[src/rtl/melody_player_pkg.sv]
// ============================================================================
// Module  : melody_player_pkg
// Purpose : Note codes, ROM word layout, FSM encoding and small helpers
//           shared by the melody player and its song ROM.
// Revision: 1.0 - initial release
// ============================================================================
`default_nettype none

package melody_player_pkg;

   localparam int WORD_W  = 6;
   localparam int CODE_HI = 5;
   localparam int CODE_LO = 2;
   localparam int DUR_HI  = 1;
   localparam int DUR_LO  = 0;

   localparam logic [3:0] NOTE_C4   = 4'd0;
   localparam logic [3:0] NOTE_D4   = 4'd1;
   localparam logic [3:0] NOTE_E4   = 4'd2;
   localparam logic [3:0] NOTE_F4   = 4'd3;
   localparam logic [3:0] NOTE_G4   = 4'd4;
   localparam logic [3:0] NOTE_A4   = 4'd5;
   localparam logic [3:0] NOTE_B4   = 4'd6;
   localparam logic [3:0] NOTE_C5   = 4'd7;
   localparam logic [3:0] NOTE_REST = 4'd8;
   localparam logic [3:0] NOTE_END  = 4'd15;

   typedef enum logic [1:0] {
      ST_IDLE  = 2'd0,
      ST_FETCH = 2'd1,
      ST_NOTE  = 2'd2
   } state_t;

   function automatic logic [WORD_W-1:0] rom_word(input logic [3:0] code,
                                                  input logic [1:0] dur);
      return {code, dur};
   endfunction

   // Lowest-index pressed key wins; no key pressed reads as a rest.
   function automatic logic [3:0] lowest_key(input logic [7:0] keys);
      logic [3:0] code;
      code = NOTE_REST;
      for (int i = 7; i >= 0; i--) begin
         if (keys[i]) code = 4'(i);
      end
      return code;
   endfunction

endpackage

`default_nettype wire

[src/rtl/melody_rom.sv]
// ============================================================================
// Module  : melody_rom
// Purpose : Synchronous-read song ROM, one registered cycle of latency.
// Revision: 1.0 - initial release
// ============================================================================
`default_nettype none

module melody_rom
   import melody_player_pkg::*;
#(
   parameter int ADDR_W = 5
)(
   input  logic              clk,
   input  logic              rst_n,
   input  logic [ADDR_W-1:0] addr,
   output logic [WORD_W-1:0] data
);

   logic [WORD_W-1:0] data_d;
   logic [WORD_W-1:0] data_q;

   // The opening phrase ends at address 3; later entries hold an alternate phrase.
   always_comb begin
      data_d = rom_word(NOTE_END, 2'd0);
      case (int'(addr))
         0:       data_d = rom_word(NOTE_C4,   2'd1);
         1:       data_d = rom_word(NOTE_REST, 2'd0);
         2:       data_d = rom_word(NOTE_G4,   2'd3);
         3:       data_d = rom_word(NOTE_END,  2'd0);
         4:       data_d = rom_word(NOTE_E4,   2'd0);
         5:       data_d = rom_word(NOTE_D4,   2'd0);
         6:       data_d = rom_word(NOTE_C4,   2'd1);
         7:       data_d = rom_word(NOTE_F4,   2'd0);
         8:       data_d = rom_word(NOTE_A4,   2'd0);
         9:       data_d = rom_word(NOTE_B4,   2'd1);
         10:      data_d = rom_word(NOTE_C5,   2'd3);
         default: data_d = rom_word(NOTE_END,  2'd0);
      endcase
   end

   always_ff @(posedge clk or negedge rst_n) begin
      if (!rst_n) data_q <= '0;
      else        data_q <= data_d;
   end

   assign data = data_q;

endmodule

`default_nettype wire

[src/rtl/melody_player.sv]
// ============================================================================
// Module  : melody_player
// Purpose : Plays the ROM melody on PLAY, otherwise routes a pressed key's
//           tone clock to the speaker.
// Revision: 1.0 - initial release
// ============================================================================
`default_nettype none

module melody_player
   import melody_player_pkg::*;
#(
   parameter int SONG_LEN     = 32,
   parameter int ADDR_W       = 5,
   parameter int ARTIC_CYCLES = 2500000,
   parameter int ARTIC_W      = 22
)(
   input  logic              CLK,
   input  logic              RESET_N,
   input  logic [7:0]        TONE_CLKS,
   input  logic              QUARTER_BEAT,
   input  logic              PLAY,
   input  logic              STOP,
   input  logic [7:0]        KEYS,
   output logic              SPEAKER,
   output logic              PLAYING,
   output logic              DONE,
   output logic [3:0]        NOTE_CODE,
   output logic [ADDR_W-1:0] SONG_POS
);

   logic qb_s1_q, qb_s2_q, qb_h_q, play_q;
   logic qb_s1_d, qb_s2_d, qb_h_d, play_d;
   logic tick, play_rise, last_pos;

   state_t state_q, state_d;

   logic              speaker_q, speaker_d;
   logic              done_q, done_d;
   logic [3:0]        note_code_q, note_code_d;
   logic [ADDR_W-1:0] song_pos_q, song_pos_d;
   logic [2:0]        beats_q, beats_d;
   logic [ARTIC_W-1:0] artic_q, artic_d;

   logic [WORD_W-1:0] rom_data;
   logic [3:0]        rom_code;
   logic [1:0]        rom_dur;
   logic [3:0]        key_code;

   // ROM is addressed with the next position so its word is ready in FETCH.
   melody_rom #(.ADDR_W(ADDR_W)) u_rom (
      .clk   (CLK),
      .rst_n (RESET_N),
      .addr  (song_pos_d),
      .data  (rom_data)
   );

   assign rom_code  = rom_data[CODE_HI:CODE_LO];
   assign rom_dur   = rom_data[DUR_HI:DUR_LO];
   assign key_code  = lowest_key(KEYS);
   assign tick      = qb_s2_q ^ qb_h_q;
   assign play_rise = PLAY & ~play_q;
   assign last_pos  = (song_pos_q == ADDR_W'(SONG_LEN - 1));

   always_comb begin
      qb_s1_d = QUARTER_BEAT;
      qb_s2_d = qb_s1_q;
      qb_h_d  = qb_s2_q;
      play_d  = PLAY;
   end

   always_ff @(posedge CLK or negedge RESET_N) begin
      if (!RESET_N) begin
         qb_s1_q <= 1'b0;
         qb_s2_q <= 1'b0;
         qb_h_q  <= 1'b0;
         play_q  <= 1'b0;
      end else begin
         qb_s1_q <= qb_s1_d;
         qb_s2_q <= qb_s2_d;
         qb_h_q  <= qb_h_d;
         play_q  <= play_d;
      end
   end

   always_ff @(posedge CLK or negedge RESET_N) begin
      if (!RESET_N) state_q <= ST_IDLE;
      else          state_q <= state_d;
   end

   always_comb begin
      state_d = state_q;
      if (STOP) begin
         state_d = ST_IDLE;
      end else begin
         case (state_q)
            ST_IDLE:  if (play_rise) state_d = ST_FETCH;
            ST_FETCH: state_d = (rom_code == NOTE_END) ? ST_IDLE : ST_NOTE;
            ST_NOTE:  if (tick && beats_q == 3'd1)
                         state_d = last_pos ? ST_IDLE : ST_FETCH;
            default:  state_d = ST_IDLE;
         endcase
      end
   end

   always_comb begin
      speaker_d   = 1'b0;
      done_d      = 1'b0;
      note_code_d = note_code_q;
      song_pos_d  = song_pos_q;
      beats_d     = beats_q;
      artic_d     = artic_q;
      case (state_q)
         ST_IDLE: begin
            note_code_d = key_code;
            speaker_d   = (KEYS != 8'd0) ? TONE_CLKS[key_code[2:0]] : 1'b0;
            if (play_rise && !STOP) song_pos_d = '0;
         end
         ST_FETCH: begin
            if (!STOP) begin
               if (rom_code == NOTE_END) begin
                  done_d = 1'b1;
               end else begin
                  note_code_d = rom_code;
                  beats_d     = {1'b0, rom_dur} + 3'd1;
                  artic_d     = ARTIC_W'(ARTIC_CYCLES);
               end
            end
         end
         ST_NOTE: begin
            if (!STOP) begin
               // Silent gap at note start keeps repeated notes distinct.
               if (artic_q != '0)
                  artic_d = artic_q - ARTIC_W'(1);
               else if (!note_code_q[3])
                  speaker_d = TONE_CLKS[note_code_q[2:0]];
               if (tick) begin
                  if (beats_q == 3'd1) begin
                     if (last_pos) done_d = 1'b1;
                     else          song_pos_d = song_pos_q + ADDR_W'(1);
                  end else begin
                     beats_d = beats_q - 3'd1;
                  end
               end
            end
         end
         default: ;
      endcase
      if (STOP) speaker_d = 1'b0;
   end

   always_ff @(posedge CLK or negedge RESET_N) begin
      if (!RESET_N) begin
         speaker_q   <= 1'b0;
         done_q      <= 1'b0;
         note_code_q <= NOTE_REST;
         song_pos_q  <= '0;
         beats_q     <= 3'd0;
         artic_q     <= '0;
      end else begin
         speaker_q   <= speaker_d;
         done_q      <= done_d;
         note_code_q <= note_code_d;
         song_pos_q  <= song_pos_d;
         beats_q     <= beats_d;
         artic_q     <= artic_d;
      end
   end

   assign SPEAKER   = speaker_q;
   assign PLAYING   = (state_q != ST_IDLE);
   assign DONE      = done_q;
   assign NOTE_CODE = note_code_q;
   assign SONG_POS  = song_pos_q;

endmodule

`default_nettype wire

[config.mk]
export PLATFORM = sky130hd
export DESIGN_NAME = melody_player
export DESIGN_NICKNAME = d
export VERILOG_FILES = /design/src/rtl/melody_player_pkg.sv /design/src/rtl/melody_rom.sv /design/src/rtl/melody_player.sv
export SDC_FILE = /design/constraint.sdc
export NUM_CORES = 1
export LEC_CHECK = 0
export CELL_PAD_IN_SITES_DETAIL_PLACEMENT = 0
export CELL_PAD_IN_SITES_GLOBAL_PLACEMENT = 1
export CORE_MARGIN = 2
export CORE_UTILIZATION = 47
export CTS_CLUSTER_SIZE = 14
export DETAILED_ROUTE_END_ITERATION = 10
export PLACE_DENSITY_LB_ADDON = 0.15
export SETUP_SLACK_MARGIN = 0.05
export SLEW_MARGIN = 20
export SYNTH_ARGS = -nofsm -noshare
export SYNTH_HDL_FRONTEND = slang
export SYNTH_SLANG_ARGS = --single-unit
[constraint.sdc]
create_clock -name CLK -period 5.3 [get_ports CLK]
set_input_delay 1.59 -clock CLK [delete_from_list [all_inputs] [get_ports CLK]]
set_output_delay 1.59 -clock CLK [all_outputs]
set_load 0.05 [all_outputs]
==> metrics, run 1 <==
status=complete, no violations; Final Setup Violations=0; Worst R2R End=u_rom.data[4]; max-cap check violation count=0; delay of the slowest cell on the worst path=0.50 ns; clk_lat worst skew=0.30 ns; max-slew violations=0; CTS Buf Count=5; register share of total power=38.9%; crit share post-route=75.6%; commonest non-fill, non-tap cells in the layout=47 x dfrtp_1, 31 x clkdlybuf4s50_1, 25 x nand2_1, 23 x nor2_1, 22 x o21ai_0; reg2reg setup slack=2.23 ns; Synth Instances=336; total wire length=7310 um; CP cell instances=clkdlybuf4s50_1 > buf_4 > or3b_2 > nor3_1 > o21ai_0 > a32oi_1 > inv_1 > ha_1 > inv_1 > mux2i_1 > a22o_1; crit path DAT=4.21 ns; Cells after DPL=435; Tmin final=4.01 ns; internal power=804 uW; vias=2648; FF-to-FF Start=state_q[0]; Layout Cells excl Fill=443; Max VDD drop=0.000227 V; clk root buf=clkbuf_8; number of nets in the final layout=398; Fin. Hold Viols=0; CP startpoint=STOP; Max FO, Critical Path=10; # clock sinks=48; Synth Register Bits=48; clock-pin slew on the worst setup and hold paths=0.09 ns; # resized after CTS=0; Clk pwr share=19.4%; P per Cell Area=382 mW/mm2; Wirelength per Cell=16.5 um; CP Launch Type=input port; I/O pin total=33; post-layout power=1360 uW; Yosys cell types=63; dpl hpwl=5200 um; CP dominant cell by count=inv_1; f_max=0.249 GHz; remaining global-route overflow=0; most common cell after layout, fill and taps aside=dfrtp_1; family with the most delay on the worst path=buffers and inverters; DRC viols=0; Hold Buf Count CTS=0; Core Footprint=0.00635 mm2; CP Depth=11; placed cell areas=0.00346 mm2; largest net degree at the start of global routing=49; antenna violations before repair=0; leading area contributor after synthesis=dfrtp_1; post-route ant nets=0; drt first pass iters=4; Clock Tree Buf Depth=2; first-pass GRT wire length=12600 um; CTS tree=yes; R2R depth=9; starting density of the core=48.4%; warnings from Yosys=0; pre-CTS WS=0.994 ns; Net Sw Power=557 uW; sw frac=40.9%; Total GRT Usage=21.7%; die area=0.00721 mm2; worst clock skew=0.0114 ns; synthesized area=0.00308 mm2; P_leak=0.00142 uW; crit path capture type=flip-flop; Final Wtd Congestion=0.776; drt initial violations=132; Vias/cell=5.98; worst setup path end=u_rom.data[0]; Synth Area per Inst=9.15 um2; diodes inserted=0; Area growth syn-to-layout=16.0%; row count=29; Setup CP Type=in -> reg; number of buffers and inverters on the critical path=4; sequential area share after synthesis=39.1%; RSZ-0062 raised after global routing=no; post-route setup slack=1.29 ns; Die X=84.9 um; EDFF count, synth=0; vias in the first global route=2617; combinational share of power=41.7%; top cells by area, synth=dfrtp_1 38%, ha_1 4.9%, o21ai_0 3.6%; final instance area=0.00357 mm2; Vert. Die Dim=84.9 um; share of layout cells above drive strength 1=7.92%; Yosys top cell area share=38.2%; Hold Crit Class=reg -> reg; H-tree levels=2; Max-slew headroom=38.4%; postcts setup bufs=0; CP required=5.50 ns; ys async rst share=100%; Critical-path top delay cell=or3b_2; slew of the pin with the lowest slew margin=0.919 ns; Final TNS setup=0 ns; Port Buf Inserts=32; Net Count, Synth=369; ys flop type=dfrtp_1
[per-stage QoR]
| step | hold WS (ns) | util, % |
|---|---|---|
| finish | 0.360 | 56.2 |
| global route | 0.375 | 56.2 |
| CTS | 0.365 | 56.1 |
| detailed placement | 0.343 | 54.4 |
| global placement | 0.342 | 54.4 |
| floorplan | 0.331 | - |
[area by class of cell]
class                   instances  area, um2
well taps                      77       96.3
clock buffers                   6       72.6
repair buffers                 35        340
inverters                      18       67.6
flip-flops and latches         48       1200
multi-input cells             257       1750
clock inverters                 2       35.0
fillers                       576       2780
[flip-flops by register name, indices dropped and copies added, names as in the netlist]
signal / flops
DONE: 1
NOTE_CODE: 4
SONG_POS: 5
SPEAKER: 1
artic_q: 22
beats_q: 3
play_q: 1
qb_h_d: 1
qb_h_q: 1
qb_s1_q: 1
state_q: 2
u_rom.data: 6
[cell usage after synthesis (4+ instances only)]
cell type / instances
dfrtp_1: 47
nand2_1: 25
nor2_1: 23
o21ai_0: 22
inv_1: 17
a21oi_1: 15
nor3_1: 14
ha_1: 12
or3_1: 12
mux2i_1: 10
clkbuf_1: 8
o31ai_1: 8
nand2b_1: 7
nor4_1: 7
nand3_1: 6
or4_1: 6
a2111oi_0: 4
a32oi_1: 4
and2_1: 4
and3_1: 4
nor2b_1: 4
o211ai_1: 4
o221ai_1: 4
xor2_1: 4
[layer usage]
layer	global-route usage (%)	routed length [um]	up-vias
li1	-	-	1323
met1	28.3	3350	1264
met2	37.4	3650	53
met3	3.50	214	8
met4	6.35	95	0
met5	0	0	-
[power groups by stage]
stage               Clock, uW  Combinational (uW)  Sequential [uW]
floorplan                   0                 385              546
global placement            0                 562              534
detailed placement          0                 568              536
CTS                       273                 571              528
global route              289                 632              543
finish                    264                 568              529
[cell families (layout without fill, tap and decap cells)]
logic type	after synthesis	count (layout)	synth area share [%]
adder cells (fa/ha/maj)	12	12	4.88
AND/OR/NAND/NOR	136	136	24.7
multiplexers	14	14	5.45
flip-flops	48	48	39.1
XOR/XNOR	5	5	1.42
AO/OA/AOI/OAI	90	90	20.5
buffers and inverters	31	61	3.91
[worst min-delay path by stage]
stage / endpoint / cells after the start / slack [ns] / from
final: qb_h_d / 0 / 0.36 / qb_s1_q
after global routing: qb_h_d / 0 / 0.38 / qb_s1_q
after CTS: qb_h_d / 0 / 0.36 / qb_s1_q
after detailed placement: qb_h_d / 0 / 0.34 / qb_s1_q
after global placement: qb_h_d / 0 / 0.34 / qb_s1_q
after floorplan: qb_h_d / 0 / 0.33 / qb_s1_q
[worst reg2reg max path, stage by stage (launching register included)]
cell	delay, ns
dfrtp_1	0.42
inv_1	0.10
ha_1	0.57
buf_4	0.33
nand2b_1	0.15
and2_1	0.18
o311ai_1	0.62
inv_1	0.16
nor2_1	0.28
o21ai_0	0.15
Power figures use the tool's default switching activity.
==> run 2, diff against run 1 <==
--- a/config.mk
+++ b/config.mk
@@ -8,7 +8,7 @@
 export CELL_PAD_IN_SITES_DETAIL_PLACEMENT = 0
 export CELL_PAD_IN_SITES_GLOBAL_PLACEMENT = 1
 export CORE_MARGIN = 2
-export CORE_UTILIZATION = 47
+export CORE_UTILIZATION = 39
 export CTS_CLUSTER_SIZE = 14
 export DETAILED_ROUTE_END_ITERATION = 10
 export PLACE_DENSITY_LB_ADDON = 0.15
==> constraint.sdc (replaced) <==
create_clock -name CLK -period 3.45 [get_ports CLK]
set_input_delay 1.035 -clock CLK [delete_from_list [all_inputs] [get_ports CLK]]
set_output_delay 1.035 -clock CLK [all_outputs]
set_load 0.05 [all_outputs]
==> run 2 against run 1 <==
Power is 59% higher. Critical endpoint unchanged. Largest cell class unchanged. Global-route usage fell by 2.5 points. Critical path type unchanged. Clock skew fell by 0.0052 ns. Non-clock buffer count increased by 12. Worst setup slack got worse by 0.88 ns. Combinational power grew 58%. Sequential power rose by 53%. Design area rose by 3.9%.
==> metrics, run 2 (synthesis results as in run 1) <==
pre-CTS WS=0.0936 ns (was 0.994 ns); post-layout power=2160 uW (was 1360 uW); dpl hpwl=5640 um (was 5200 um); Setup CP Type=in -> reg (unchanged); Max FO, Critical Path=4 (was 10); CTS Buf Count=5 (unchanged); Max-slew headroom=61.0% (was 38.4%); Max VDD drop=0.000253 V (was 0.000227 V); reg2reg setup slack=0.75 ns (was 2.23 ns); Wirelength per Cell=16.2 um (was 16.5 um); CTS tree=yes (unchanged); number of flip-flops in the largest register=22 (unchanged); die area=0.00861 mm2 (was 0.00721 mm2); status=complete, no violations (unchanged); starting density of the core=40.0% (was 48.4%); H-tree levels=2 (unchanged); Largest Register=artic_q (unchanged); drt first pass iters=6 (was 4); placed cell areas=0.00358 mm2 (was 0.00346 mm2); Util after Layout=48.2% (was 56.2%); slew of the pin with the lowest slew margin=0.583 ns (was 0.919 ns); CP Launch Type=input port (unchanged); Die X=92.8 um (was 84.9 um); Clock Tree Buf Depth=2 (unchanged); Hold Crit Class=reg -> reg (unchanged); clk root buf=clkbuf_8 (unchanged); Core Footprint=0.00769 mm2 (was 0.00635 mm2); diodes inserted=0 (unchanged); clock-pin slew on the worst setup and hold paths=0.09 ns (about the same); row count=32 (was 29); most common cell after layout, fill and taps aside=dfrtp_1 (unchanged); Fin. Hold Viols=0 (unchanged); # resized after CTS=0 (unchanged); Port Buf Inserts=32 (unchanged); f_max=0.329 GHz; crit share post-route=88.2%; P per Cell Area=584 mW/mm2 (was 382 mW/mm2); max-slew violations=0 (unchanged); first-pass GRT wire length=13400 um (was 12600 um); crit path capture type=flip-flop (unchanged); sequential cell area=0.00120 mm2 (unchanged); antenna violations before repair=0 (unchanged); crit path DAT=3.24 ns (was 4.21 ns); FILL cells=775 (was 576); Area growth syn-to-layout=20.5% (was 16.0%); commonest non-fill, non-tap cells in the layout=47 x dfrtp_1, 31 x clkdlybuf4s50_1, 25 x nand2_1, 23 x nor2_1, 22 x o21ai_0 (unchanged); Final Wtd Congestion=0.863 (was 0.776); vias in the first global route=2665 (was 2617); postcts setup bufs=0 (unchanged); CP required=3.65 ns (was 5.50 ns); Total GRT Usage=19.2% (was 21.7%); clk_lat worst skew=0.31 ns (was 0.30 ns); drt initial violations=83 (was 132); worst clock skew=0.00627 ns (was 0.0114 ns); share of layout cells above drive strength 1=11.1% (was 7.92%); I/O pin total=33 (unchanged); Hold Buf Count CTS=0 (unchanged); DRC viols=0 (unchanged); remaining global-route overflow=0 (unchanged); P_leak=0.00149 uW (was 0.00142 uW); Final Setup Violations=0 (unchanged); number of nets in the final layout=410 (was 398); multi-input combinational cell area=0.00175 mm2 (unchanged); Tmin final=3.04 ns; Vias/cell=5.68 (was 5.98); total wire length=7770 um (was 7310 um); # clock sinks=48 (unchanged); final instance area=0.00370 mm2 (was 0.00357 mm2); max-cap check violation count=0 (unchanged); post-route ant nets=0 (unchanged); RSZ-0062 raised after global routing=no (unchanged); vias=2726 (was 2648); largest net degree at the start of global routing=37 (was 49); post-route setup slack=0.407 ns (was 1.29 ns); Final TNS setup=0 ns (unchanged); Vert. Die Dim=92.8 um (was 84.9 um)
-- run 2: critical path, cell delays in order --
cell	delay, ns
clkdlybuf4s50_1	0.45
or3b_2	0.51
nor3_1	0.24
o21ai_0	0.11
a32oi_1	0.22
inv_1	0.10
ha_1	0.18
inv_1	0.07
mux2i_1	0.07
a22o_1	0.24
-- run 2: cell type report --
class | count | area share, %
clock buffer | 7 | 2.60
clock inverter | 1 | 0.811
inverter | 18 | 1.82
multi-input combinational | 257 | 47.3
sequential | 48 | 32.5
tap | 102 | 3.44
timing repair buffer | 47 | 11.6
-- run 2: where the power goes --
group	total [uW]	internal (uW)	switching (uW)
clock	455	256	199
sequential	810	679	131
combinational	900	358	541
total	2160	1290	872
-- run 2: path summary, 6_finish.rpt --
| path | startpoint | endpoint | cells past startpoint |
|---|---|---|---|
| worst max-delay path | STOP | u_rom.data[0] | 10 |
| min in group asynchronous | RESET_N | artic_q[21] | 1 |
| worst min-delay path | qb_s1_q | qb_h_d | 0 |
| worst min register to register | qb_s1_q | qb_h_d | 0 |
| worst max register to register | state_q[1] | artic_q[5] | 7 |
| max in group asynchronous | RESET_N | NOTE_CODE[3] | 2 |
-- run 2: stage by stage --
stage                     cells  hold slack, ns
after floorplan             336           0.331
after global placement      472           0.336
after detailed placement    472           0.335
after CTS                   480           0.357
after global routing        480           0.379
final                       480           0.356
-- run 2: per-layer routing --
metal	routed length, um	share of wire, %	track usage (%)
met5	0	0	0
met2	3770	49	31.7
met4	61	0.79	3.80
met1	3740	48	26.9
met3	194	2.5	2.77
